`config.mk`:
```
export PLATFORM = sky130hd
export DESIGN_NAME = gmii_rx_deframer
export DESIGN_NICKNAME = d
export VERILOG_FILES = /design/src/rtl/gmii_pkg.sv /design/src/rtl/gmii_rx_stats.sv /design/src/rtl/gmii_rx_deframer.sv
export SDC_FILE = /design/constraint.sdc
export NUM_CORES = 1
export LEC_CHECK = 0
export CAP_MARGIN = 15
export CORE_ASPECT_RATIO = 1.25
export CORE_UTILIZATION = 43
export CTS_BUF_LIST = sky130_fd_sc_hd__clkbuf_16
export CTS_CLUSTER_DIAMETER = 100
export DETAILED_ROUTE_END_ITERATION = 6
export HOLD_SLACK_MARGIN = 0.1
export PLACE_DENSITY = 0.76
export RECOVER_POWER = 100
export SLEW_MARGIN = 20
export SYNTH_ARGS = -nofsm -noshare
export SYNTH_HDL_FRONTEND = slang
export SYNTH_SLANG_ARGS = --single-unit
```
`constraint.sdc`:
```
create_clock -name gmii_rxclk -period 6.49 [get_ports gmii_rxclk]
set_input_delay 1.6225 -clock gmii_rxclk [delete_from_list [all_inputs] [get_ports gmii_rxclk]]
set_output_delay 1.6225 -clock gmii_rxclk [all_outputs]
set_load 0.05 [all_outputs]
```
`src/rtl/gmii_pkg.sv`:
```
// Shared types and constants for the GMII receive path.
package gmii_pkg;

  typedef enum logic [1:0] {
    ST_DROP     = 2'd0,
    ST_IDLE     = 2'd1,
    ST_PREAMBLE = 2'd2,
    ST_DATA     = 2'd3
  } rx_state_e;

  // One registered output beat of the payload stream.
  typedef struct packed {
    logic        valid;
    logic [7:0]  data;
    logic        sop;
    logic        eop;
    logic        err;
    logic [15:0] len;
  } rx_beat_t;

  localparam logic [7:0] PREAMBLE_BYTE    = 8'h55;
  localparam logic [7:0] DEF_SFD_BYTE     = 8'h5D;
  localparam int         DEF_MIN_PREAMBLE = 1;
  localparam int         DEF_MIN_LEN      = 14;
  localparam int         DEF_MAX_LEN      = 1522;
  localparam logic [3:0] PRE_CNT_MAX      = 4'hF;

  function automatic logic [15:0] sat_inc16(input logic [15:0] v);
    return (v == 16'hFFFF) ? v : v + 16'd1;
  endfunction

endpackage

```
`src/rtl/gmii_rx_stats.sv`:
```
// Frame and error statistics: two free-running 32-bit counters that wrap.
module gmii_rx_stats (
  input  logic        clk_i,
  input  logic        rst_i,
  input  logic        frame_inc_i,
  input  logic        err_inc_i,
  output logic [31:0] frame_cnt_o,
  output logic [31:0] err_cnt_o
);

  logic [31:0] frame_cnt_q, frame_cnt_d;
  logic [31:0] err_cnt_q, err_cnt_d;

  always_comb begin
    frame_cnt_d = frame_cnt_q + {31'd0, frame_inc_i};
    err_cnt_d   = err_cnt_q + {31'd0, err_inc_i};
  end

  always_ff @(posedge clk_i) begin
    if (rst_i) begin
      frame_cnt_q <= '0;
      err_cnt_q   <= '0;
    end else begin
      frame_cnt_q <= frame_cnt_d;
      err_cnt_q   <= err_cnt_d;
    end
  end

  assign frame_cnt_o = frame_cnt_q;
  assign err_cnt_o   = err_cnt_q;

endmodule

```
`src/rtl/gmii_rx_deframer.sv`:
```
// GMII receive deframer: strips preamble/SFD and emits the payload as a
// sop/eop-delimited byte stream with length and error status.
module gmii_rx_deframer
  import gmii_pkg::*;
#(
  parameter logic [7:0] SFD_BYTE     = DEF_SFD_BYTE,
  parameter int         MIN_PREAMBLE = DEF_MIN_PREAMBLE,
  parameter int         MIN_LEN      = DEF_MIN_LEN,
  parameter int         MAX_LEN      = DEF_MAX_LEN
) (
  input  logic        gmii_rxclk,
  input  logic        rst,
  input  logic        gmii_rxctrl,
  input  logic [7:0]  gmii_rxdata,
  output logic        rx_valid,
  output logic [7:0]  rx_data,
  output logic        rx_sop,
  output logic        rx_eop,
  output logic        rx_err,
  output logic [15:0] rx_len,
  output logic [31:0] frame_cnt,
  output logic [31:0] err_cnt
);

  localparam logic [15:0] MIN_LEN_W = 16'(MIN_LEN);
  localparam logic [15:0] MAX_LEN_W = 16'(MAX_LEN);
  localparam logic [15:0] MIN_PRE_W = 16'(MIN_PREAMBLE);

  logic        s1_ctrl_q, s1_vld_q;
  logic [7:0]  s1_data_q;
  rx_state_e   state_q, state_d;
  logic [3:0]  pre_cnt_q, pre_cnt_d;
  logic [15:0] len_q, len_d;
  logic        first_q, first_d;
  logic [7:0]  hold_q, hold_d;
  rx_beat_t    out_q, out_d;
  logic        frame_inc, err_inc;
  logic        pre_ok, len_err;

  assign pre_ok  = {12'd0, pre_cnt_q} >= MIN_PRE_W;
  assign len_err = (len_q < MIN_LEN_W) || (len_q > MAX_LEN_W);

  // NOTE: every signal driven here gets a default first so no path can
  // leave it unassigned and infer a latch.
  always_comb begin
    state_d   = state_q;
    pre_cnt_d = pre_cnt_q;
    len_d     = len_q;
    first_d   = first_q;
    hold_d    = hold_q;
    out_d     = '0;
    frame_inc = 1'b0;
    err_inc   = 1'b0;

    unique case (state_q)
      ST_DROP: begin
        // s1 right after reset holds no real sample, so it cannot end a frame.
        if (s1_vld_q && !s1_ctrl_q) state_d = ST_IDLE;
      end

      ST_IDLE: begin
        if (s1_ctrl_q) begin
          if (s1_data_q == PREAMBLE_BYTE) begin
            state_d   = ST_PREAMBLE;
            pre_cnt_d = 4'd1;
          end else if (s1_data_q == SFD_BYTE && MIN_PREAMBLE == 0) begin
            state_d = ST_DATA;
            len_d   = 16'd0;
            first_d = 1'b1;
          end else begin
            state_d = ST_DROP;
            err_inc = 1'b1;
          end
        end
      end

      ST_PREAMBLE: begin
        if (!s1_ctrl_q) begin
          state_d = ST_IDLE;
          err_inc = 1'b1;
        end else if (s1_data_q == PREAMBLE_BYTE) begin
          pre_cnt_d = (pre_cnt_q == PRE_CNT_MAX) ? pre_cnt_q : pre_cnt_q + 4'd1;
        end else if (s1_data_q == SFD_BYTE && pre_ok) begin
          state_d = ST_DATA;
          len_d   = 16'd0;
          first_d = 1'b1;
        end else begin
          state_d = ST_DROP;
          err_inc = 1'b1;
        end
      end

      ST_DATA: begin
        if (s1_ctrl_q) begin
          // The hold register delays by one byte so the last byte can carry eop.
          if (len_q != 16'd0) begin
            out_d.valid = 1'b1;
            out_d.data  = hold_q;
            out_d.sop   = first_q;
            first_d     = 1'b0;
          end
          hold_d = s1_data_q;
          len_d  = sat_inc16(len_q);
        end else begin
          state_d = ST_IDLE;
          if (len_q == 16'd0) begin
            err_inc = 1'b1;
          end else begin
            out_d.valid = 1'b1;
            out_d.data  = hold_q;
            out_d.sop   = first_q;
            out_d.eop   = 1'b1;
            out_d.err   = len_err;
            out_d.len   = len_q;
            first_d     = 1'b0;
            frame_inc   = 1'b1;
            err_inc     = len_err;
          end
        end
      end

      default: state_d = ST_DROP;
    endcase
  end

  // NOTE: state registers use non-blocking assignments so every flop samples
  // the pre-edge value of every other flop, independent of block order.
  always_ff @(posedge gmii_rxclk) begin
    if (rst) begin
      s1_ctrl_q <= 1'b0;
      s1_data_q <= 8'h00;
      s1_vld_q  <= 1'b0;
      state_q   <= ST_DROP;
      pre_cnt_q <= 4'd0;
      len_q     <= 16'd0;
      first_q   <= 1'b0;
      hold_q    <= 8'h00;
      out_q     <= '0;
    end else begin
      s1_ctrl_q <= gmii_rxctrl;
      s1_data_q <= gmii_rxdata;
      s1_vld_q  <= 1'b1;
      state_q   <= state_d;
      pre_cnt_q <= pre_cnt_d;
      len_q     <= len_d;
      first_q   <= first_d;
      hold_q    <= hold_d;
      out_q     <= out_d;
    end
  end

  gmii_rx_stats u_stats (
    .clk_i       (gmii_rxclk),
    .rst_i       (rst),
    .frame_inc_i (frame_inc),
    .err_inc_i   (err_inc),
    .frame_cnt_o (frame_cnt),
    .err_cnt_o   (err_cnt)
  );

  assign rx_valid = out_q.valid;
  assign rx_data  = out_q.data;
  assign rx_sop   = out_q.sop;
  assign rx_eop   = out_q.eop;
  assign rx_err   = out_q.err;
  assign rx_len   = out_q.len;

endmodule

```
Word-level counts from Yosys, hierarchy flattened:

Index checks and enable logic that the tools add are counted.

* flip-flop bits (word level): 133
* bits of input ports: 11
* output and inout bits: 92
* word-level logic and storage cells: 104

* $add $sub $neg: 4
* $lt $le $gt $ge: 3
* equal/unequal tests: 21
* muxes and demuxes: 42
* bitwise gates (word level): 1
* reduce and logical (&&, ||, !) cells: 17

Operator list (count)
* $mux 16: 5
* $add 32x1->32: 2
* $pmux 16 s2: 1
* $mux 28: 1
* $ne 2x2->1 const B: 11
* $mux 10: 2
* $mux 4: 5
* $reduce_and 6->1: 3
* $mux 1: 17
* $add 16x1->16 const B: 1
* $eq 16x16->1 const B: 1
* $eq 8x7->1 const B: 2
* $gt 16x11->1 const B: 1
* $logic_not 16->1: 1
* $lt 16x4->1 const B: 1
* $reduce_bool 16->1: 1
* $mux 2: 7
* $ne 3x3->1 const B: 3
* $pmux 2 s4: 1
* $pmux 4 s2: 1
* $add 4x1->4 const B: 1
* $eq 2x2->1 const B: 2
* $eq 4x4->1 const B: 1
* $ge 4x1->1 const B: 1
* 14 further kinds: 16

Logic depth before layout (Yosys ltp):

Gate-level depths: netlist (run 1).

* word-level depth: 7
* gate-level depth with buffers: 14
* depth with buffers taken out: 14

Modules after synthesis:

From an unflattened synthesis (run 1), not the netlist that was laid out.

* cells, all modules: 618
* area, all modules: 5674.2 um^2

Modules (own cells, without submodules)
* gmii_rx_deframer: times used 1, cells an instance 305, area an instance 2885.3 um^2, seq. area each 1381.3 um^2
* gmii_rx_stats: times used 1, cells an instance 313, area an instance 2788.9 um^2, seq. area each 1281.2 um^2

Worst setup path before layout (run 1):

Ideal clock, no wire load.

* path kind: register -> register
* from: reg pre_cnt_q[1]
* to: reg u_stats.err_cnt_q[28] (netlist: u_stats.err_cnt_o[28])
* setup time: 128 ps
* arrival time: 2872 ps
* required time: 6362 ps
* path slack: 3490 ps
* cell stages (with the launch flop): 15
* buffers on the path: 0
* period minus slack after synthesis: 3000 ps
* path through: dfxtp_1 inv_1 ha_1 nor4b_1 o21ai_0 a21oi_1 a31oi_1 nor2_1 ha_1 ha_1 and4_1 nand4_1 nor4_1 xnor2_1 nor2_1

* longest elaborated chain between the ends: 7

RTL lines
* from (decl): RTL line gmii_rx_deframer.sv:32 `logic [3:0] pre_cnt_q, pre_cnt_d;`
* from (signal assigned): RTL line gmii_rx_deframer.sv:144 `pre_cnt_q <= pre_cnt_d;`
* $ge 4x1->1: RTL line gmii_rx_deframer.sv:40 `assign pre_ok = {12'd0, pre_cnt_q} >= MIN_PRE_W;`
* $logic_and 1x1->1: RTL line gmii_rx_deframer.sv:83 `end else if (s1_data_q == SFD_BYTE && pre_ok) begin`
* $mux 1: RTL line gmii_rx_deframer.sv:83
* $mux 1: RTL line gmii_rx_deframer.sv:81 `end else if (s1_data_q == PREAMBLE_BYTE) begin`
* $mux 1: RTL line gmii_rx_deframer.sv:78 `if (!s1_ctrl_q) begin`
* $pmux 1 s3: RTL line gmii_rx_deframer.sv:55 `unique case (state_q)`
* $add 32x1->32: RTL line gmii_rx_stats.sv:16 `err_cnt_d = err_cnt_q + {31'd0, err_inc_i};`
* to (signal assigned): RTL line gmii_rx_stats.sv:25 `err_cnt_q <= err_cnt_d;`
* to (decl): RTL line gmii_rx_stats.sv:12 `logic [31:0] err_cnt_q, err_cnt_d;`

No other way between the ends.
A chain may end at the register's enable or synchronous reset.

==> Implementation_results.wiki, run 1 <==
{| class="wikitable"
! Metric !! Value
|-
| Top FF cell, synth || sky130_fd_sc_hd__dfxtp_1
|-
| Number of buffers added for setup after CTS || 0
|-
| Final worst path period share || 61.9%
|-
| Share of cells above drive strength 1 || 4.99%
|-
| Number of buffers added to fix hold violations after cts || 0
|-
| Overall fraction of global-route tracks in use || 18.9%
|-
| # H-tree levels || 4
|-
| Tightest Pin Transition || 1980 ps
|-
| Antenna violations before repair || 0
|-
| Tightest slew margin relative to the limit || -31.7%
|-
| Number of different library cells in the post-synthesis netlist || 42
|-
| Clk sinks || 133
|-
| Cell internal power dissipation || 1.44 mW
|-
| Wire length reported by the detailed router || 12400 um
|-
| Row cnt || 46
|-
| Vias in the first global route || 4629
|-
| Outcome || complete, but fails checks
|-
| Routed wire per std cell || 13.6 um
|-
| Cell chain of the critical path || clkbuf_1, buf_4, a21o_1, or4_1, nand2_1
|-
| Starting density of the core || 44.4%
|-
| RSZ-0062 raised after global routing || false
|-
| First-pass GRT wire length || 20900 um
|-
| Top library cells by usage in the layout, fill and taps aside || sky130_fd_sc_hd__dfxtp_1, sky130_fd_sc_hd__dlygate4sd3_1, sky130_fd_sc_hd__nor2_1
|-
| Most frequent standard cell in the layout excluding fill and tap cells || sky130_fd_sc_hd__dfxtp_1
|-
| Worst hold endpoint || hold_q[7]
|-
| Area inside the core boundary || 12700 um^2
|-
| Width of the chip || 104 um
|-
| Startpoint of the worst-slack reg-to-reg timing path || pre_cnt_q[1]
|-
| Worst-case hold slack || 449 ps
|-
| Average cell area after synthesis || 8.89 um^2
|-
| Synth Net Count || 660
|-
| Worst reg2reg path depth || 14
|-
| Highest ir drop seen on vdd || 158 uV
|-
| Post-Syn Area || 5640 um^2
|-
| Worst min path class || flip-flop to flip-flop
|-
| Number of filler cells placed in the layout || 1089
|-
| Floorplan die height || 130 um
|-
| Count of input and output buffers || 102
|-
| Register bit count reported by yosys || 133
|-
| Fraction of power spent switching nets || 21.5%
|-
| Critical path class || input port to flip-flop
|-
| Reg-to-reg setup timing slack || 2710 ps
|-
| Worst hold path stage count || 2
|-
| Detailed placer's ending HPWL || 8590 um
|-
| Final slew viol count || 46
|-
| Setup WS post-layout || 2470 ps
|-
| Overall overflow remaining after global route || 0
|-
| CP required || 6790 ps
|-
| Endpoint of the most critical register-to-register path || u_stats.err_cnt_o[30]
|-
| Largest net degree at the start of global routing || 59
|-
| Setup violators final || 0
|-
| Cts repair resizes || 0
|-
| Leakage power || 2.83 nW
|-
| Area of the multi-input gates || 2780 um^2
|-
| Sequential element share of the synthesized area || 47.2%
|-
| Failing checks || capacitance limit, slew limit
|-
| Slowest stage cell, crit path || sky130_fd_sc_hd__clkbuf_1
|-
| TritonRoute pass-1 iters || 4
|-
| Gp weighted congestion || 0.870
|-
| Final net count || 754
|-
| Number of enable flip-flop cells after synthesis || 0
|-
| P_sw || 396 uW
|-
| Combinational share of power || 2.1%
|-
| Buffering stage count on the worst path with inverters included || 2
|-
| Vias/cell || 5.28
|-
| Drt drc || 0
|-
| Top-Level Pins || 103
|-
| Max-cap viol count || 1
|-
| Largest fanout on the critical path || 58
|-
| Power per cell area || 249 nW/um^2
|-
| Share of power burned in registers || 44.9%
|-
| Total number of vias || 4806
|-
| Final antenna diode count || 0
|-
| Ys async rst share || 0%
|-
| Worst min-delay path startpoint || hold_q[7]
|-
| Crit path time final || 4020 ps
|-
| Peak per-stage delay on the critical path || 1380 ps
|-
| Post-CTS clock slew at the launch and capture registers of the worst setup and hold paths || 60 ps
|-
| Endpoints failing hold || 0
|-
| First-iteration detailed-routing DRC count || 175
|-
| Growth of design area from synthesis to finish || 30.8%
|-
| Post-synthesis instance total || 635
|-
| Reg area || 2660 um^2
|-
| Detail Route Antenna Nets || 0
|-
| Fmax || 0.249 GHz
|-
| Category of the worst setup path capture point || flip-flop
|-
| Clock buffers created by TritonCTS || 17
|-
| Warnings, synthesis || 0
|-
| Arrival time at the worst endpoint || 4310 ps
|-
| Area of all placed cells without fillers || 7380 um^2
|-
| CP delay by family, top || buffers and inverters
|-
| Root Buffer || sky130_fd_sc_hd__clkbuf_16
|-
| Total placed instance area || 6780 um^2
|-
| Share of power burned in the clock network || 52.9%
|-
| Latest clock arrival within the worst-skew pair || 420 ps
|-
| Critical path launch point type || input port
|-
| Setup tns final || 0 ps
|-
| Area of the die || 13600 um^2
|-
| CTS tree || done
|-
| CTS Buffer Depth || 2
|-
| Worst Clk Skew || 11.3 ps
|-
| Place WS || 2800 ps
|}
==> layout make-up <==
class,instances,share of cell area (%)
Inverter,23,1.17
Clock inverter,15,2.46
Tap cell,168,2.85
Sequential cell,133,36.1
Clock buffer,17,5.76
Timing Repair Buffer,105,14.1
Multi-Input combinational cell,449,37.6
==> power groups by stage <==
| stage | sequential, mW | clock (mW) | combinational, mW |
|---|---|---|---|
| 5_1_grt | 0.827 | 1.02 | 0.0432 |
| 6_report | 0.827 | 0.974 | 0.0390 |
| 2_1_floorplan | 0.843 | 0 | 0.0285 |
| 3_3_place_gp | 0.845 | 0 | 0.0381 |
| 4_1_cts | 0.827 | 0.991 | 0.0394 |
| 3_5_place_dp | 0.845 | 0 | 0.0393 |
==> synthesized netlist by cell type, types with 14 or more instances <==
master                     count  area, um^2
sky130_fd_sc_hd__dfxtp_1     133        2660
sky130_fd_sc_hd__nor2_1       68         255
sky130_fd_sc_hd__nand2_1      42         158
sky130_fd_sc_hd__nand3_1      37         185
sky130_fd_sc_hd__a21oi_1      32         160
sky130_fd_sc_hd__xnor2_1      32         280
sky130_fd_sc_hd__and2_1       26         163
sky130_fd_sc_hd__nor4_1       26         163
sky130_fd_sc_hd__xor2_1       25         219
sky130_fd_sc_hd__clkbuf_1     24        90.1
sky130_fd_sc_hd__inv_1        23        86.3
sky130_fd_sc_hd__nand4_1      19         119
sky130_fd_sc_hd__nor2b_1      17         106
sky130_fd_sc_hd__nor3_1       16        80.1
sky130_fd_sc_hd__ha_1         14         175
==> worst max path at each step <==
stage	from	to	depth (start not counted)
floorplan	pre_cnt_q[1]	u_stats.err_cnt_o[28]	14
global placement	rst	len_q[14]	5
detailed placement	pre_cnt_q[1]	u_stats.err_cnt_o[30]	14
CTS	pre_cnt_q[1]	u_stats.err_cnt_o[30]	14
global route	rst	len_q[14]	5
finish	rst	len_q[14]	5
==> through the flow <==
step,std cells,utilization [%],total power [mW]
floorplan,635,-,0.872
global placement,878,53.3,0.883
detailed placement,878,53.3,0.884
CTS,910,58.0,1.86
global route,910,58.0,1.89
finish,910,58.0,1.84
==> per-layer routing <==
metal  global-route usage, %  part of all wire, %  up-vias
li1                        -                    -     2422
met1                    20.7                   41     2242
met2                    34.0                   52      121
met3                    5.89                  5.4       21
met4                    7.56                  1.6        0
met5                       0                    0        -
==> state kept, by name, indices dropped and copies added (netlist names), 2 cells and up <==
| signal | count |
|---|---|
| u_stats.err_cnt_o | 32 |
| hold_q | 8 |
| u_stats.frame_cnt_o | 32 |
| rx_len | 16 |
| state_q | 2 |
| len_q | 16 |
| s1_data_q | 8 |
| pre_cnt_q | 4 |
| rx_data | 8 |
==> cells by family (layout without fill, tap and decap cells) <==
logic type | count (synthesis) | in the layout | share of synthesized area [%]
AOI/OAI and AO/OA | 71 | 71 | 7.63
xor gates and xnor gates | 57 | 57 | 8.85
adders and majority gates | 14 | 14 | 3.10
buffers and inverters | 53 | 160 | 3.59
DFF | 133 | 133 | 47.2
muxes | 2 | 2 | 0.355
and+or+nand+nor | 305 | 305 | 29.3
==> worst register-to-register path: stages, from the launching register on <==
cell and delay (ps):
sky130_fd_sc_hd__dfxtp_1 380, sky130_fd_sc_hd__inv_1 90, sky130_fd_sc_hd__ha_1 180, sky130_fd_sc_hd__nor4b_1 650, sky130_fd_sc_hd__o21ai_0 180, sky130_fd_sc_hd__a21oi_1 170
sky130_fd_sc_hd__a31oi_1 50, sky130_fd_sc_hd__nor2_1 150, sky130_fd_sc_hd__ha_1 220, sky130_fd_sc_hd__ha_1 220, sky130_fd_sc_hd__and4_1 300, sky130_fd_sc_hd__nand4_1 410
sky130_fd_sc_hd__nor4_1 390, sky130_fd_sc_hd__xnor2_1 160, sky130_fd_sc_hd__nor2_1 50
Power figures use the tool's default switching activity.
==> run 2, diff against run 1 <==
clock period = 3.96 ns   (was 6.49 ns; I/O delays follow)
==> Implementation_results.wiki, run 2 (synthesis results as in run 1) <==
{| class="wikitable"
! Metric !! Value
|-
| Setup violators final || 0
|-
| Failing checks || capacitance limit
|-
| CTS tree || done
|-
| Top-Level Pins || 103
|-
| Largest fanout on the critical path || 10
|-
| Buffering stage count on the worst path with inverters included || 2
|-
| Worst min path class || flip-flop to flip-flop
|-
| Most frequent standard cell in the layout excluding fill and tap cells || sky130_fd_sc_hd__dfxtp_1
|-
| Fmax || 0.289 GHz
|-
| Overall overflow remaining after global route || 0
|-
| Growth of design area from synthesis to finish || 30.4%
|-
| RSZ-0062 raised after global routing || false
|-
| Max-cap viol count || 1
|-
| Setup WS post-layout || 498 ps
|-
| Leakage power || 2.82 nW
|-
| Endpoints failing hold || 0
|-
| # H-tree levels || 4
|-
| Top library cells by usage in the layout, fill and taps aside || sky130_fd_sc_hd__dfxtp_1, sky130_fd_sc_hd__dlygate4sd3_1, sky130_fd_sc_hd__nor2_1
|-
| Width of the chip || 104 um
|-
| Number of buffers added to fix hold violations after cts || 0
|-
| Power per cell area || 398 nW/um^2
|-
| Highest ir drop seen on vdd || 307 uV
|-
| Latest clock arrival within the worst-skew pair || 420 ps
|-
| Share of cells above drive strength 1 || 4.96%
|-
| Place WS || 601 ps
|-
| Area of the die || 13600 um^2
|-
| Clock buffers created by TritonCTS || 17
|-
| Root Buffer || sky130_fd_sc_hd__clkbuf_16
|-
| Final antenna diode count || 0
|-
| Largest net degree at the start of global routing || 80
|-
| TritonRoute pass-1 iters || 5
|-
| Count of input and output buffers || 102
|-
| Post-CTS clock slew at the launch and capture registers of the worst setup and hold paths || 60 ps
|-
| Number of filler cells placed in the layout || 1125
|-
| Critical path class || flip-flop to flip-flop
|-
| Final worst path period share || 87.4%
|-
| Worst-case hold slack || 452 ps
|-
| Vias/cell || 5.38
|-
| Final slew viol count || 0
|-
| CP required || 4270 ps
|-
| Vias in the first global route || 4780
|-
| Arrival time at the worst endpoint || 3780 ps
|-
| Tightest slew margin relative to the limit || 0.470%
|-
| Detailed placer's ending HPWL || 8890 um
|-
| Cts repair resizes || 0
|-
| Wire length reported by the detailed router || 12800 um
|-
| Crit path time final || 3460 ps
|-
| Cell chain of the critical path || inv_1, ha_1, nor4b_1, clkbuf_1, o21ai_0, a21oi_1, a31oi_1, nor2_1, ha_1, ha_1, and4_1, nand4_1, or3_1, a21oi_1
|-
| Detail Route Antenna Nets || 0
|-
| Final net count || 758
|-
| Critical path launch point type || flip-flop
|-
| Gp weighted congestion || 0.846
|-
| Starting density of the core || 44.4%
|-
| Total number of vias || 4921
|-
| Slowest stage cell, crit path || sky130_fd_sc_hd__or3_1
|-
| Critical path's most frequent cell || sky130_fd_sc_hd__ha_1
|-
| First-iteration detailed-routing DRC count || 134
|-
| Area inside the core boundary || 12700 um^2
|-
| Number of buffers added for setup after CTS || 0
|-
| Tightest Pin Transition || 1490 ps
|-
| CTS Buffer Depth || 2
|-
| Worst Clk Skew || 10.5 ps
|-
| Drt drc || 0
|-
| Setup tns final || 0 ps
|-
| Peak per-stage delay on the critical path || 470 ps
|-
| First-pass GRT wire length || 21500 um
|-
| Overall fraction of global-route tracks in use || 19.6%
|-
| Clk sinks || 133
|-
| Antenna violations before repair || 0
|-
| Floorplan die height || 130 um
|-
| Routed wire per std cell || 14.0 um
|-
| Category of the worst setup path capture point || flip-flop
|-
| CP delay by family, top || simple AND/OR/NAND/NOR gates
|-
| Outcome || complete, but fails checks
|-
| Row cnt || 46
|}
[run 2: cell types whose count changed in the layout (fill, tap and decap cells not counted), sizes merged]
cell	previous run	this run
bufinv	3	1
clkinvlp	3	2
clkinv	7	6
buf	3	2
clkbuf	18	23
inv	25	29
[run 2: area by class of cell]
class                      instances  area, um^2  share of cell area (%)
clock buffer                      17         425                    5.78
clock inverter                    15         148                    2.01
inverter                          23        86.3                    1.17
multi-input combinational        449        2780                    37.8
sequential                       133        2660                    36.2
tap                              168         210                    2.86
timing repair buffer             109        1050                    14.3
[run 2: final timing paths]
| path | startpoint | endpoint | slack, ps | cells after the start |
|---|---|---|---|---|
| min reg2reg | hold_q[4] | hold_q[4] | 450 | 2 |
| max | pre_cnt_q[1] | u_stats.err_cnt_o[16] | 500 | 14 |
| min | hold_q[4] | hold_q[4] | 450 | 2 |
| max reg2reg | pre_cnt_q[1] | u_stats.err_cnt_o[16] | 500 | 14 |
[run 2: stage by stage]
step / cell area (um^2) / power, mW / util, % / cells
detailed placement: 6810 / 1.45 / 53.5 / 882
floorplan: 5640 / 1.43 / - / 635
finish: 7360 / 2.93 / 57.9 / 914
global placement: 6810 / 1.45 / 53.5 / 882
global route: 7360 / 3.02 / 57.9 / 914
CTS: 7380 / 2.96 / 58.0 / 914
[run 2: report_power, final]
part	switching, mW	internal [mW]	total [mW]
clock	0.631	0.878	1.51
sequential	0.00895	1.35	1.36
combinational	0.0380	0.0256	0.0636
[run 2: worst min-delay path: stages (launching register included)]
cell and delay (ps):
sky130_fd_sc_hd__dfxtp_1 300, sky130_fd_sc_hd__nand2_1 50, sky130_fd_sc_hd__a21oi_1 50
[run 2: layer usage]
metal	GRT usage (%)	up-vias	share of wire, %
li1	-	2429	-
met1	21.1	2321	42
met2	35.3	140	51
met3	4.65	31	4.3
met4	11.8	0	2.8
met5	0	-	0
==> run 3, diff against run 2 <==
CORE_UTILIZATION = 52   (was 43)
PLACE_DENSITY = 0.87   (was 0.76)
==> Implementation_results.wiki, run 3 (synthesis results as in run 1) <==
{| class="wikitable"
! Metric !! Value
|-
| Worst min-delay path startpoint || hold_q[4]
|-
| Outcome || complete, but fails checks
|-
| Number of buffers added for setup after CTS || 0
|-
| Growth of design area from synthesis to finish || 30.6%
|-
| Start point of the critical path || pre_cnt_q[1]
|-
| Number of buffers added to fix hold violations after cts || 0
|-
| Clk sinks || 133
|-
| Worst min path class || flip-flop to flip-flop
|-
| Cell chain of the critical path || inv_1, ha_1, nor4b_1, buf_4, o21ai_0, a21oi_1, a31oi_1, nor2_1, ha_1, ha_1, and4_1, nand4_1, nor4_1, xnor2_1, nor2_1
|-
| Setup violators final || 0
|-
| Leakage power || 2.85 nW
|-
| Critical path's most frequent cell || sky130_fd_sc_hd__ha_1
|-
| Gp weighted congestion || 0.855
|-
| Critical path launch point type || flip-flop
|-
| Largest net degree at the start of global routing || 103
|-
| Top-Level Pins || 103
|-
| Startpoint of the worst-slack reg-to-reg timing path || pre_cnt_q[1]
|-
| Detail Route Antenna Nets || 0
|-
| Detailed placer's ending HPWL || 8770 um
|-
| Max-cap viol count || 1
|-
| Area of the die || 11300 um^2
|-
| Tightest slew margin relative to the limit || -32.9%
|-
| Post-CTS clock slew at the launch and capture registers of the worst setup and hold paths || 60 ps
|-
| Area inside the core boundary || 10600 um^2
|-
| Number of standard cells in the final layout excluding fillers || 877
|-
| Total number of vias || 4989
|-
| Share of cells above drive strength 1 || 5.10%
|-
| Vias in the first global route || 4813
|-
| Count of input and output buffers || 102
|-
| Critical path class || flip-flop to flip-flop
|-
| # H-tree levels || 4
|-
| Tightest Pin Transition || 1990 ps
|-
| Number of filler cells placed in the layout || 792
|-
| Row cnt || 42
|-
| First-pass GRT wire length || 21500 um
|-
| Latest clock arrival within the worst-skew pair || 420 ps
|-
| Overall overflow remaining after global route || 0
|-
| Reg-to-reg setup timing slack || 430 ps
|-
| Fmax || 0.283 GHz
|-
| Setup tns final || 0 ps
|-
| Final worst path period share || 89.2%
|-
| Routed wire per std cell || 14.9 um
|-
| Slowest stage cell, crit path || sky130_fd_sc_hd__nor4_1
|-
| Worst-case hold slack || 453 ps
|-
| Endpoints failing hold || 0
|-
| Width of the chip || 95.2 um
|-
| Final antenna diode count || 0
|-
| Clock buffers created by TritonCTS || 17
|-
| Peak per-stage delay on the critical path || 460 ps
|-
| Floorplan die height || 118 um
|-
| Highest ir drop seen on vdd || 279 uV
|-
| Arrival time at the worst endpoint || 3760 ps
|-
| Top library cells by usage in the layout, fill and taps aside || sky130_fd_sc_hd__dfxtp_1, sky130_fd_sc_hd__dlygate4sd3_1, sky130_fd_sc_hd__nor2_1
|-
| Overall fraction of global-route tracks in use || 24.2%
|-
| Starting density of the core || 53.4%
|-
| Category of the worst setup path capture point || flip-flop
|-
| Cts repair resizes || 0
|-
| Failing checks || capacitance limit, slew limit
|-
| Wire length reported by the detailed router || 13100 um
|-
| Vias/cell || 5.69
|-
| Final slew viol count || 103
|-
| CTS tree || done
|-
| CP required || 4190 ps
|-
| Antenna violations before repair || 0
|-
| Drt drc || 0
|-
| RSZ-0062 raised after global routing || false
|-
| Root Buffer || sky130_fd_sc_hd__clkbuf_16
|-
| Crit path time final || 3530 ps
|-
| Final net count || 757
|-
| Instance count after placement with tap cells included || 845
|-
| Largest fanout on the critical path || 10
|-
| First-iteration detailed-routing DRC count || 261
|-
| CTS Buffer Depth || 2
|-
| Most frequent standard cell in the layout excluding fill and tap cells || sky130_fd_sc_hd__dfxtp_1
|-
| Power per cell area || 418 nW/um^2
|-
| TritonRoute pass-1 iters || 5
|-
| Worst Clk Skew || 11.0 ps
|}
-- run 3: cell count changes in the layout (fill, tap and decap cells not counted), sizes merged --
cell	change
bufinv	+3
clkinvlp	-1
buf	+1
clkinv	+1
inv	-3
clkbuf	-2
-- run 3: critical path, delay by kind of cell (launching register included) --
family,cells,cell delay (ps)
xor gates and xnor gates,1,180
and+or+nand+nor,6,1520
adders and majority gates,3,600
buffers and inverters,2,280
AOI/OAI and AO/OA,3,350
DFF,1,400
-- run 3: worst paths after layout --
path,endpoint,cells past startpoint
worst max register to register,u_stats.err_cnt_o[30],15
worst max-delay path,u_stats.err_cnt_o[30],15
worst min-delay path,hold_q[4],2
worst min register to register,hold_q[4],2
-- run 3: where the power goes --
group,switching [mW],internal (mW),leakage [nW],total (mW)
Combinational,0.0397,0.0259,1.47,0.0656
Sequential,0.00903,1.35,1.07,1.36
Clock,0.602,1.06,0.306,1.66
-- run 3: final cells by class --
cell class,instances,area [um^2],share of cell area (%)
Inverter,23,86.3,1.17
Multi-Input combinational cell,449,2780,37.7
Tap cell,132,165,2.24
Clock inverter,15,203,2.75
Sequential cell,133,2660,36.1
Clock buffer,17,425,5.77
Timing Repair Buffer,108,1050,14.2
-- run 3: through the flow --
step | power [mW] | setup WS, ps | instance area (um^2) | utilization, %
6_report | 3.08 | 426 | 7370 | 69.8
5_1_grt | 3.18 | 97.1 | 7370 | 69.8
4_1_cts | 3.11 | 478 | 7380 | 69.9
3_5_place_dp | 1.45 | 512 | 6760 | 64.0
3_3_place_gp | 1.45 | 707 | 6760 | 64.0
2_1_floorplan | 1.43 | 960 | 5640 | -
-- run 3: metal layers --
metal  share of wire [%]  vias to the layer above  wire (um)  track usage, %
met5                   0                        -          0               0
met4                 1.8                        0        230            10.4
met3                 6.2                       24        814            7.01
met2                  52                      186       6760            41.6
met1                  40                     2356       5290            27.0
li1                    -                     2423          -               -
==> patch 1, RTL diff (flow settings as in run 3) <==
Re-encode `rx_state_e` (4 states) as one-hot, 4 bits wide.
--- a/src/rtl/gmii_pkg.sv
+++ b/src/rtl/gmii_pkg.sv
@@ -1,11 +1,11 @@
 // Shared types and constants for the GMII receive path.
 package gmii_pkg;
 
-  typedef enum logic [1:0] {
-    ST_DROP     = 2'd0,
-    ST_IDLE     = 2'd1,
-    ST_PREAMBLE = 2'd2,
-    ST_DATA     = 2'd3
+  typedef enum logic [3:0] {
+    ST_DROP     = 4'b0001,
+    ST_IDLE     = 4'b0010,
+    ST_PREAMBLE = 4'b0100,
+    ST_DATA     = 4'b1000
   } rx_state_e;
 
   // One registered output beat of the payload stream.
Function: same outputs for any inputs over 10 cycles, from zero or initial values and one cycle with rst high; not proved beyond that.
==> patch 1 against run 3 <==
The flow still finishes with violations (capacitance limit, slew limit). Final area rose by 1.8%. First-iteration DRC count is 9.6% lower. Synthesized cell count grew 5.7%. Setup slack improved by 0.044 ns. Clock skew down 0.0047 ns. Power rose by 1.8%. Synthesized area up 4.0%. Routed wire length increased by 2.9%. Combinational power increased by 55%. Sequential cell count is 2 higher. Worst hold slack got worse by 0.0012 ns.
==> patch 1: results (changes against run 3) <==
| Metric | Value |
|---|---|
| Outcome | finished, violations left (unchanged) |
| Failing checks | capacitance limit, slew limit (unchanged) |
| CP max-delay cell | nor4b_1 (was nor4_1) |
| ANT cells | 0 (unchanged) |
| Seq/Total Area, Yosys | 0.461 (was 0.472) |
| Placed cell area | 0.00693 sq mm (was 0.00676 sq mm) |
| Share of cells above drive strength 1 | 0.0544 (was 0.0510) |
| Max Slew Vio Count | 79 (was 103) |
| Synth area leaders | dfxtp_1 46%, xnor2_1 5.1%, a21oi_1 4.3%, nand3_1 3.8%, nor2_1 3.6% (was dfxtp_1 47%, xnor2_1 5.0%, nor2_1 4.5%, xor2_1 3.9%, nand3_1 3.3%) |
| Clock skew | 0.00625 ns (was 0.0110 ns) |
| GP Congestion | 0.886 (was 0.855) |
| Reg-to-Reg End | u_stats.err_cnt_o[22] (was u_stats.err_cnt_o[30]) |
| P_leak | 2.79 nW (was 2.85 nW) |
| Net count reported at finish | 780 (was 757) |
| First-pass GRT wire length | 22.6 mm (was 21.5 mm) |
| Vias per std cell | 5.71 (was 5.69) |
| Reg2reg setup slack | 0.47 ns (was 0.43 ns) |
| Synth unique cells | 54 (was 42) |
| MaxCap Viol Count | 2 (was 1) |
| VDD IR max | 0.297 mV (was 0.279 mV) |
| WL final | 13.5 mm (was 13.1 mm) |
| Vias in the first global route | 4981 (was 4813) |
| Ys flop type | dfxtp_1 (unchanged) |
| Crit Path Max Fanout | 12 (was 10) |
| Synth cell count leaders | 135 x dfxtp_1, 57 x nor2_1, 50 x a21oi_1 (was 133 x dfxtp_1, 68 x nor2_1, 42 x nand2_1) |
| Estimated wirelength of the detail-placed design | 9.09 mm (was 8.77 mm) |
| Register area | 0.00270 sq mm (was 0.00266 sq mm) |
| Actual slew at the worst max-slew pin | 1.94 ns (was 1.99 ns) |
| Largest net degree at the start of global routing | 52 (was 103) |
| Fill cells | 818 (was 792) |
| GRT Util Overall | 0.236 (was 0.242) |
-- patch 1: changes by cell type after synthesis, sizes merged, moves of 5 or more --
cell,delta
and2,+8
nor2,-11
o21ai,+25
a21oi,+19
nand4,-6
nand3,+7
ha,-5
or3,+21
and4,-5
xor2,-17
buf,+7
-- patch 1: area by class of cell --
class                      count  share of cell area
clock inverter                14              0.0244
clock buffer                  17              0.0567
inverter                      20              0.0100
sequential                   135               0.360
timing repair buffer         107               0.140
tap                          135              0.0225
multi-input combinational    479               0.386
-- patch 1: per-layer routing --
metal	track usage	part of all wire	up-vias
li1	-	-	2550
met1	0.266	0.41	2446
met2	0.417	0.52	158
met3	0.0636	0.050	26
met4	0.101	0.017	0
met5	0	0	-
-- patch 1: cells by family after synthesis --
kind of cell	Yosys count	synth area share
and+or+nand+nor	312	0.301
DFF	135	0.461
AOI/OAI and AO/OA	114	0.112
buffers and inverters	57	0.0407
xor gates and xnor gates	42	0.0627
adders and majority gates	9	0.0192
muxes	2	0.00362
-- patch 1: worst reg2reg max path: stages (launching register included) --
cell and delay [ns]:
dfxtp_1 0.37, inv_1 0.08, ha_1 0.18, nor4b_1 0.47, nor4b_2 0.15, nor2_1 0.13
a21oi_1 0.05, o221ai_1 0.22, ha_1 0.26, ha_1 0.22, and2_0 0.22, nand4_1 0.38
nor4_1 0.39, xnor2_1 0.18, nor2_1 0.05
-- patch 1: worst max-delay path by stage --
stage	slack, ns	startpoint	end	depth (start not counted)
finish	0.47	pre_cnt_q[1]	u_stats.err_cnt_o[22]	14
global route	0.10	len_q[5]	u_stats.err_cnt_o[30]	12
CTS	0.57	pre_cnt_q[1]	u_stats.err_cnt_o[22]	14
detailed placement	0.57	pre_cnt_q[1]	u_stats.err_cnt_o[22]	14
global placement	0.78	pre_cnt_q[1]	u_stats.err_cnt_o[28]	14
floorplan	1.11	pre_cnt_q[1]	u_stats.err_cnt_o[27]	13
-- patch 1: power breakdown --
group	switching, W	internal [W]	total [W]
registers	0.0000312	0.00137	0.00141
logic	0.0000557	0.0000459	0.000102
clock network	0.000585	0.00104	0.00163
total	0.000672	0.00246	0.00313
-- patch 1: metrics by stage --
stage                     cells  hold slack [ns]  setup WS, ns
after detailed placement    876            0.443         0.573
final                       907            0.452         0.470
after global routing        907            0.466         0.105
after CTS                   907            0.451         0.571
after floorplan             671            0.430          1.11
after global placement      876            0.435         0.778
==> patch 2, RTL diff (settings of run 3) <==
Made on the original files. Set the package constant `DEF_MAX_LEN` to 761 (it was 1522).
--- a/src/rtl/gmii_pkg.sv
+++ b/src/rtl/gmii_pkg.sv
@@ -22,7 +22,7 @@
   localparam logic [7:0] DEF_SFD_BYTE     = 8'h5D;
   localparam int         DEF_MIN_PREAMBLE = 1;
   localparam int         DEF_MIN_LEN      = 14;
-  localparam int         DEF_MAX_LEN      = 1522;
+  localparam int         DEF_MAX_LEN      = 761;
   localparam logic [3:0] PRE_CNT_MAX      = 4'hF;
 
   function automatic logic [15:0] sat_inc16(input logic [15:0] v);
Function: no difference found for any inputs over 10 cycles, from zero or initial values and one cycle with rst high; that may be too few to reach the edited logic, so the function may still have changed.
==> patch 2 against run 3 <==
The run still ends with capacitance limit, slew limit left. Power decreased by 6.6%. Routed wire length increased by 4.2%. Synthesized area is 0.86% higher. Sequential cell count stayed put. Combinational power is 2% lower. Setup slack worse by 0.12 ns. Final area shrank 0.46%. Worst hold slack gained 0.0014 ns. Critical endpoint is now u_stats.err_cnt_o[31].
==> patch 2: results (changes against run 3) <==
| Metric | Value |
|---|---|
| Outcome | finished, violations left (unchanged) |
| Failing checks | capacitance limit, slew limit (unchanged) |
| Highest routed layer | met4 (unchanged) |
| CTS root buf | clkbuf_16 (unchanged) |
| Largest net degree at the start of global routing | 61 (was 103) |
| Estimated wirelength of the detail-placed design | 9.22 mm (was 8.77 mm) |
| Synth warnings | 0 (unchanged) |
| Routed wl met2 | 7.21 mm (was 6.76 mm) |
| GRT met2 Usage | 0.443 (was 0.416) |
| First-pass GRT wire length | 22.7 mm (was 21.5 mm) |
| Fill cells | 802 (was 792) |
| Initial antenna violation count | 0 (unchanged) |
| Met3 Use GR | 0.0683 (was 0.0701) |
| Ys flop type | dfxtp_1 (unchanged) |
| Starting DRT DRC Count | 294 (was 261) |
| Post_cts resized | 0 (unchanged) |
| Combinational fraction of design power | 0.022 |
| Sw frac | 0.223 (was 0.211) |
| Top delay family on crit path | simple AND/OR/NAND/NOR gates (unchanged) |
| Worst hold path class | register to register (unchanged) |
| MaxCap Viol Count | 1 (unchanged) |
| Clock skew | 0.00772 ns (was 0.0110 ns) |
| M1 wire length | 5.20 mm (was 5.29 mm) |
| TritonRoute pass-1 iters | 5 (unchanged) |
| Seq/Total Area, Yosys | 0.468 (was 0.472) |
| GP Congestion | 0.922 (was 0.855) |
| PortBufs | 102 (unchanged) |
| CP max-delay cell | nor4b_1 (was nor4_1) |
| Vias in the first global route | 4937 (was 4813) |
| Met1 Track Usage GR | 0.277 (was 0.270) |
| GRT Util Overall | 0.253 (was 0.242) |
| Synth cell count leaders | 133 x dfxtp_1, 77 x nor2_1, 45 x nand3_1 (was 133 x dfxtp_1, 68 x nor2_1, 42 x nand2_1) |
| Clock Path Buffers | 2 (unchanged) |
| Crit path arrival time | 3.98 ns (was 3.76 ns) |
| Per-cell routed wire length | 15.4 um (was 14.9 um) |
| Vias per std cell | 5.76 (was 5.69) |
| Ys async rst share | 0 (unchanged) |
| P_leak | 2.84 nW (was 2.85 nW) |
| VDD IR max | 0.300 mV (was 0.279 mV) |
| Clock net power | 0.00146 W (was 0.00166 W) |
| Synth area leaders | dfxtp_1 47%, nor2_1 5.1%, xor2_1 4.6%, xnor2_1 4.0%, nand3_1 4.0% (was dfxtp_1 47%, xnor2_1 5.0%, nor2_1 4.5%, xor2_1 3.9%, nand3_1 3.3%) |
| Cts bufs inserted | 17 (unchanged) |
| H-tree Lvls | 4 (unchanged) |
| Met3 routed WL | 811 um (was 814 um) |
| Actual slew at the worst max-slew pin | 1.62 ns (was 1.99 ns) |
| Postcts setup bufs | 0 (unchanged) |
| Share of cells above drive strength 1 | 0.0611 (was 0.0510) |
| Max Slew Vio Count | 39 (was 103) |
| Synth unique cells | 55 (was 42) |
| ANT cells | 0 (unchanged) |
| TNS Setup | 0 ns (unchanged) |
| Clk Latency, worst-skew pair | 0.41 ns |
| Post-Syn Nets | 666 (was 660) |
| Crit path largest cell delay | 0.75 ns (was 0.46 ns) |
| Net count reported at finish | 766 (was 757) |
| CTS clk-pin slew, worst paths | 0.06 ns (about the same) |
| Crit Path Max Fanout | 4 (was 10) |
[patch 2: cell count changes after synthesis, moves of 6 or more]
cell and change:
nand3_1 +8, xnor2_1 -6, or3_1 +8, clkbuf_1 -7, o31ai_1 -7, nor2_1 +9
nor4_1 -13
[patch 2: logic make-up after synthesis]
group           after synthesis  synth area share
flops                       133             0.468
xor+xnor                     56            0.0862
fa+ha+maj                    15            0.0330
simple gates                310             0.293
buf+inv                      48            0.0325
mux                           1           0.00198
compound gates               77            0.0853
[patch 2: path summary, 6_finish.rpt]
kind	start	endpoint	slack, ns	depth (start not counted)
worst max-delay path	pre_cnt_q[1]	u_stats.err_cnt_o[31]	0.30	12
worst min-delay path	hold_q[1]	hold_q[1]	0.45	2
worst max register to register	pre_cnt_q[1]	u_stats.err_cnt_o[31]	0.30	12
worst min register to register	hold_q[1]	hold_q[1]	0.45	2
[patch 2: metrics by stage]
step | power (W) | hold WS [ns] | cell area, sq um | setup slack [ns] | instances
floorplan | 0.00142 | 0.423 | 5690 | 0.646 | 640
global placement | 0.00144 | 0.441 | 6820 | 0.590 | 853
detailed placement | 0.00144 | 0.442 | 6820 | 0.446 | 853
CTS | 0.00289 | 0.456 | 7380 | 0.379 | 885
global route | 0.00296 | 0.466 | 7340 | 0.0641 | 885
finish | 0.00288 | 0.455 | 7340 | 0.303 | 885
[patch 2: final cells by class]
cell class / count / area [sq um] / share of cell area
Inverter: 20 / 75.1 / 0.0102
Timing Repair Buffer: 109 / 1060 / 0.144
Clock buffer: 17 / 425 / 0.0580
Clock inverter: 15 / 134 / 0.0182
Multi-Input combinational cell: 459 / 2820 / 0.384
Sequential cell: 133 / 2660 / 0.363
Tap cell: 132 / 165 / 0.0225
